--- src/rtl/bnn_pkg.sv ---
// Shared types and constants for the BNN weight loader.
package bnn_pkg;
    localparam int NUM_NEURONS_DEF = 12;
    localparam int NIBBLE_W        = 4;
    localparam int BYTE_W          = 8;

    typedef enum logic [2:0] {
        IDLE,
        WAIT,
        LO,
        HI,
        DONE,
        CHK
    } loader_state_t;
endpackage

--- src/rtl/bnn_weight_loader.sv ---
// Streams weight bytes into the BNN core as low/high nibble pairs with load_en.
// Optional trailing checksum byte when WEIGHT_CSUM_EN is defined.
import bnn_pkg::*;

module bnn_weight_loader #(
    parameter int NUM_NEURONS = NUM_NEURONS_DEF,
    parameter int CNT_W       = 5
) (
    input  logic                clk,
    input  logic                reset,
    input  logic                start,
    input  logic                abort,
    input  logic [BYTE_W-1:0]   s_data,
    input  logic                s_valid,
    output logic                s_ready,
    output logic                load_en,
    output logic [NIBBLE_W-1:0] nibble,
    output logic                busy,
    output logic                done,
    output logic [CNT_W-1:0]    count,
    output logic                csum_err
);

    localparam logic [CNT_W-1:0] LAST_IDX = CNT_W'(NUM_NEURONS - 1);

    loader_state_t     state, state_nx;
    logic [BYTE_W-1:0] byte_buf;
    logic              abort_pend;
    logic              pend_now;
    logic              last_byte;

    assign pend_now  = abort_pend | abort;
    assign last_byte = (count == LAST_IDX);
    assign busy      = (state == WAIT) || (state == LO) || (state == HI) || (state == CHK);

    always_comb begin
        state_nx = state;
        s_ready  = 1'b0;
        load_en  = 1'b0;
        nibble   = '0;
        case (state)
            IDLE, DONE: begin
                if (start && !abort) state_nx = WAIT;
            end
            WAIT: begin
                s_ready = 1'b1;
                if (s_valid)     state_nx = LO;
                else if (abort)  state_nx = IDLE;
            end
            // The high nibble always follows the low one so the core never sees half a byte.
            LO: begin
                load_en  = 1'b1;
                nibble   = byte_buf[NIBBLE_W-1:0];
                state_nx = HI;
            end
            HI: begin
                load_en = 1'b1;
                nibble  = byte_buf[BYTE_W-1:NIBBLE_W];
                s_ready = !last_byte && !pend_now;
                if (s_valid && s_ready) state_nx = LO;
`ifdef WEIGHT_CSUM_EN
                else if (last_byte)     state_nx = CHK;
`else
                else if (last_byte)     state_nx = DONE;
`endif
                else if (pend_now)      state_nx = IDLE;
                else                    state_nx = WAIT;
            end
`ifdef WEIGHT_CSUM_EN
            CHK: begin
                s_ready = 1'b1;
                if (abort)        state_nx = IDLE;
                else if (s_valid) state_nx = DONE;
            end
`endif
            default: state_nx = IDLE;
        endcase
    end

`ifdef WEIGHT_CSUM_EN
    logic [BYTE_W-1:0] xacc;

    always_ff @(posedge clk) begin
        if (reset) begin
            xacc     <= '0;
            csum_err <= 1'b0;
        end else begin
            case (state)
                IDLE, DONE: if (start && !abort) begin
                    xacc     <= '0;
                    csum_err <= 1'b0;
                end
                WAIT:    if (s_valid) xacc <= xacc ^ s_data;
                HI:      if (s_valid && s_ready) xacc <= xacc ^ s_data;
                CHK: begin
                    if (abort)        csum_err <= 1'b0;
                    else if (s_valid) csum_err <= (s_data != xacc);
                end
                default: ;
            endcase
        end
    end
`else
    assign csum_err = 1'b0;
`endif

    always_ff @(posedge clk) begin
        if (reset) begin
            state      <= IDLE;
            byte_buf   <= '0;
            abort_pend <= 1'b0;
            count      <= '0;
            done       <= 1'b0;
        end else begin
            state <= state_nx;
            case (state)
                IDLE, DONE: if (start && !abort) begin
                    count      <= '0;
                    done       <= 1'b0;
                    abort_pend <= 1'b0;
                end
                WAIT: if (s_valid) begin
                    byte_buf   <= s_data;
                    abort_pend <= abort;
                end
                LO: abort_pend <= abort_pend | abort;
                HI: begin
                    count      <= count + CNT_W'(1);
                    abort_pend <= 1'b0;
                    if (s_valid && s_ready) byte_buf <= s_data;
`ifndef WEIGHT_CSUM_EN
                    else if (last_byte)     done <= 1'b1;
`endif
                end
`ifdef WEIGHT_CSUM_EN
                CHK: if (!abort && s_valid) done <= 1'b1;
`endif
                default: ;
            endcase
        end
    end

endmodule

--- config.mk ---
export PLATFORM = sky130hd
export DESIGN_NAME = bnn_weight_loader
export DESIGN_NICKNAME = d
export VERILOG_FILES = /design/src/rtl/bnn_pkg.sv /design/src/rtl/bnn_weight_loader.sv
export SDC_FILE = /design/constraint.sdc
export NUM_CORES = 1
export LEC_CHECK = 0
export BUFFER_PORTS_ARGS = -buffer_cell sky130_fd_sc_hd__buf_4
export CORE_MARGIN = 5
export CORE_UTILIZATION = 49
export DETAILED_ROUTE_END_ITERATION = 10
export HOLD_SLACK_MARGIN = 0.1
export PLACE_DENSITY_LB_ADDON = 0.1
export SLEW_MARGIN = 10
export SYNTH_ARGS = -nofsm -noshare
export SYNTH_HDL_FRONTEND = slang
export SYNTH_SLANG_ARGS = --single-unit
--- constraint.sdc ---
create_clock -name clk -period 2.01 [get_ports clk]
set_input_delay 0.603 -clock clk [delete_from_list [all_inputs] [get_ports clk]]
set_output_delay 0.603 -clock clk [all_outputs]
set_load 0.005 [all_outputs]
* Word level (Yosys, flattened, before mapping)
Index checks and enable logic that the tools add are counted.
Word-level totals: flip-flop bits (word level) 18, word-level logic and storage cells 61
Operators by class: multiplexer cells 21, bitwise logic cells 1, add/subtract/negate cells 1, equality and inequality tests 12, reduce and logical (&&, ||, !) cells 21
Operators with widths (number):
- 8-bit 2-to-1 mux | 2
- 8-bit one-hot mux with 2 select lines | 1
- 3-bit 2-to-1 mux | 5
- 3-bit one-hot mux with 4 select lines | 1
- 5-bit one-hot mux with 2 select lines | 1
- 2-bit != test, second input constant | 4
- 4-bit one-hot mux with 2 select lines | 1
- 3-bit by 2-bit equality test with 1-bit output, second input constant | 2
- 3-bit equality test, second input constant | 2
- 1-bit 2-to-1 mux | 6
- 3-bit AND reduction | 2
- 5-bit by 1-bit adder with 5-bit output, second input constant | 1
- 5-bit by 4-bit equality test with 1-bit output, second input constant | 1
- 5-bit 2-to-1 mux | 1
- 1-bit logical AND | 4
- 1-bit one-hot mux with 2 select lines | 2
- 1-bit one-hot mux with 4 select lines | 1
- 2-bit AND reduction | 2
- 4-bit AND reduction | 1
- 2-bit nonzero test | 2
- 4-bit nonzero test | 1
- 2-bit OR reduction | 2
- 3-bit by 1-bit equality test with 1-bit output, second input constant | 1
- 1-bit logical NOT | 3
- 5 further kinds | 7

* Longest topological paths before layout
depth after elaboration 7, mapped depth 6

* Worst setup path after synthesis
Ideal clock, no wire load.
path type register to output, from register count[0], to output s_ready, path slack 0.323 ns, path buffers 0, cell stages (with the launch flop) 4, data required time 1.407 ns, arrival 1.084 ns, cell sequence dfxtp_1 > ha_1 > and4bb_4 > o41ai_4
On the way: longest elaborated chain between the ends 4
Ends and longest elaborated chain:
- start: declaration | RTL line bnn_weight_loader.sv:20 | output logic [CNT_W-1:0] count,
- start signal: assignment | RTL line bnn_weight_loader.sv:128 | count <= count + CNT_W'(1);
- 5-bit by 4-bit equality test with 1-bit output | RTL line bnn_weight_loader.sv:33 | assign last_byte = (count == LAST_IDX);
- 1-bit logical NOT | RTL line bnn_weight_loader.sv:59 | s_ready = !last_byte && !pend_now;
- 1-bit logical AND | RTL line bnn_weight_loader.sv:59
- 1-bit one-hot mux with 2 select lines | RTL line bnn_weight_loader.sv:41 | case (state)
- end: declaration | RTL line bnn_weight_loader.sv:15 | output logic s_ready,
No other way between the ends.

* Final worst setup path
Ends and elaborated chain as after synthesis.

==> flow_metrics.py <==
metrics = {
    "status": {
        "status": "finished, violations left",
        "failed_checks": "negative setup slack",
    },
    "yosys": {
        "synth_fp_nets": 106,
        "ys_warn_count": 0,
        "syn-cell-area_sq_um": 880.8,
        "synthFlopType": "dfxtp_1",
        "synthDistinctLibCells": 32,
        "seq_area_frac_synth_pct": 40.91,
        "synth_top_area_share_pct": 40.91,
        "async_flop_share_pct": 0,
        "syn_area_per_cell_sq_um": 9.574,
        "yosysMostFrequentCell": "dfxtp_1",
        "yosysTopAreaCell": "dfxtp_1",
        "synth-edff-count": 0,
        "netlist_instances": 92,
        "synth_commonest_cells": "18 x dfxtp_1, 13 x nor2_1, 8 x a22o_1",
        "ys_ff_latch": 18,
        "ys_top_cells_by_area": "dfxtp_1 41%, a22o_1 8.0%, mux2i_1 5.7%",
    },
    "clocking": {
        "clock-sinks": 18,
        "cts_buffers": 3,
        "cts-root-buf": "clkbuf_4",
        "h-tree-depth": 1,
        "clk_latency_ps": 290,
        "clk_path_buf_depth": 2,
        "clkTransAtPathRegs_ps": 100,
        "cts_hold_buf": 0,
        "cts_tree": "done",
    },
    "timing": {
        "finalSetupTns_ps": -2.006,
        "layout_setup_ws_ps": -2.006,
        "setup_violations": 1,
        "whs_ps": 497.4,
        "maxSlewViolCount": 0,
        "finalClockSkew_ps": 0.3431,
        "hold_viol": 0,
        "fmax_mhz": 497.0,
        "fin_crit_sh_pct": 100.1,
        "rsz0062_at_grt": "yes",
        "final.min_clock_period_ps": 2012,
    },
    "cells_and_area": {
        "stdcell_count": 149,
        "final_layout_size_suffix_gt1_share_pct": 37.90,
        "final_nets": 139,
        "num_antenna_cells": 0,
        "areaGrowthSynthToFinish_pct": 34.23,
    },
    "floorplan": {
        "num_rows": 15,
        "core-area_sq_mm": 0.001727,
        "start_util_pct": 51.01,
        "die_x_um": 52.40,
        "dieArea_sq_mm": 0.002746,
        "die_h_um": 52.40,
        "io_pins": 27,
    },
    "setup_path": {
        "crit_type": "flop to primary output",
        "cp-start-kind": "flop",
        "max_stage_delay_ps": 350,
        "cp_max_fo": 2,
        "r2r-start": "count[0]",
        "path_cells": "ha_4 > and4bb_4 > o41ai_4 > buf_4",
        "r2r_slack_ps": 300,
        "required_ps": 1410,
        "path_buf_inv": 1,
        "ff2ff_path_depth": 6,
        "endpoint_kind": "primary output",
        "crit_family": "flip-flops",
        "crit_slowest_cell": "dfxtp_2",
        "arrival_ps": 1410,
        "timing.rr.end": "byte_buf[7]",
    },
    "grt": {
        "grt_usage_pct": 16.66,
        "grt_max_degree": 13,
        "antenna_found_initial": 0,
        "grt_pass1_wl_mm": 3.381,
        "grt_pass1_vias": 805,
        "grt_overflow": 0,
    },
    "hold_path": {
        "hp-start": "byte_buf[0]",
        "hold_class": "flop to flop",
        "holdPathStages": 1,
        "hold_path_end": "byte_buf[0]",
    },
    "power": {
        "peakVddDrop_mv": 0.4714,
        "powerDensity_mw_per_mm2": 704.0,
        "power.leakage_nw": 0.4967,
    },
    "drt": {
        "drt_wl_total_mm": 1.994,
        "drt_iter0_drc": 9,
        "viasPerCell": 5.376,
        "ant_nets": 0,
        "drtPass1Iterations": 4,
        "routedWlPerCell_um": 13.38,
        "vias": 801,
        "remaining_drc_errors": 0,
    },
    "place": {
        "port_buffers": 25,
        "dpl.cell_count": 141,
        "dp_hpwl_mm": 1.412,
        "dp_slack_ps": 102.5,
        "gp_congestion": 0.7859,
    },
    "flow_run": {
        "drv_cap": 0,
    },
}
-- cells in the final DEF (no fill, tap or decap), types with 2 or more instances in the layout --
cell type	netlist	final
buf_4	2	34
dfxtp_1	18	15
nor2_1	13	13
a22o_1	8	8
a21oi_1	7	7
mux2i_1	5	5
a211oi_1	4	4
inv_1	3	3
clkbuf_4	0	3
nand2b_1	2	2
and3b_1	2	2
nand3_1	2	2
a41oi_1	2	2
nor3_1	2	2
o21ai_0	2	2
nand3b_1	2	2
dfxtp_2	0	2
-- flip-flops by register name, summed over array words and instances, names as in the netlist --
register    cells
done            1
byte_buf        8
abort_pend      1
count           5
state           3
-- per-stage QoR --
stage / total power, W / instance area [sq um] / util, %
4_1_cts: 0.0008392 / 1180 / 68.33
5_1_grt: 0.0008760 / 1182 / 68.48
3_3_place_gp: 0.0006006 / 1097 / 63.55
6_report: 0.0008324 / 1182 / 68.48
2_1_floorplan: 0.0005314 / 880.8 / -
3_5_place_dp: 0.0006049 / 1097 / 63.55
-- routing by layer --
metal	GRT usage, %	vias up	routed length (um)
met2	30.58	20	991
met4	7.660	0	27
li1	-	401	-
met5	0	-	0
met1	18.26	376	886
met3	2.849	4	88
-- area by class of cell --
| class | count | area (sq um) |
|---|---|---|
| fill | 153 | 544.3 |
| sequential | 18 | 366.6 |
| tap | 25 | 31.28 |
| clock buffer | 4 | 36.28 |
| inverter | 3 | 11.26 |
| timing repair buffer | 34 | 255.2 |
| multi-input combinational | 65 | 481.7 |
-- worst max path at each step --
stage               to  cells past startpoint  slack [ps]      from
2_1_floorplan  s_ready                      3         320  count[0]
3_3_place_gp   s_ready                      3         120     abort
3_5_place_dp   s_ready                      3         100     abort
4_1_cts        s_ready                      4        -100  count[1]
5_1_grt        s_ready                      4         -50  count[0]
6_report       s_ready                      4          -2  count[0]
-- timing repair --
| item | in CTS | in global routing |
|---|---|---|
| endpoints found under the setup margin | 5 | 2 |
| buffers inserted | 4 | 0 |
| pin swaps | 2 | 2 |
| resized for setup | 5 | 1 |
-- report_power, final --
part / switching [W] / internal [W] / total (W)
registers: 0.0000212 / 0.000381 / 0.000402
clock network: 0.000114 / 0.000110 / 0.000224
logic: 0.0000982 / 0.000107 / 0.000206
total: 0.000233 / 0.000599 / 0.000832
-- cell families after synthesis --
group	synth area share (%)
other cells	0.4257
compound gates	25.29
fa+ha+maj	1.420
mux	5.682
flops	40.91
buf+inv	5.823
simple gates	20.46
(Power assumes the default switching activity.)
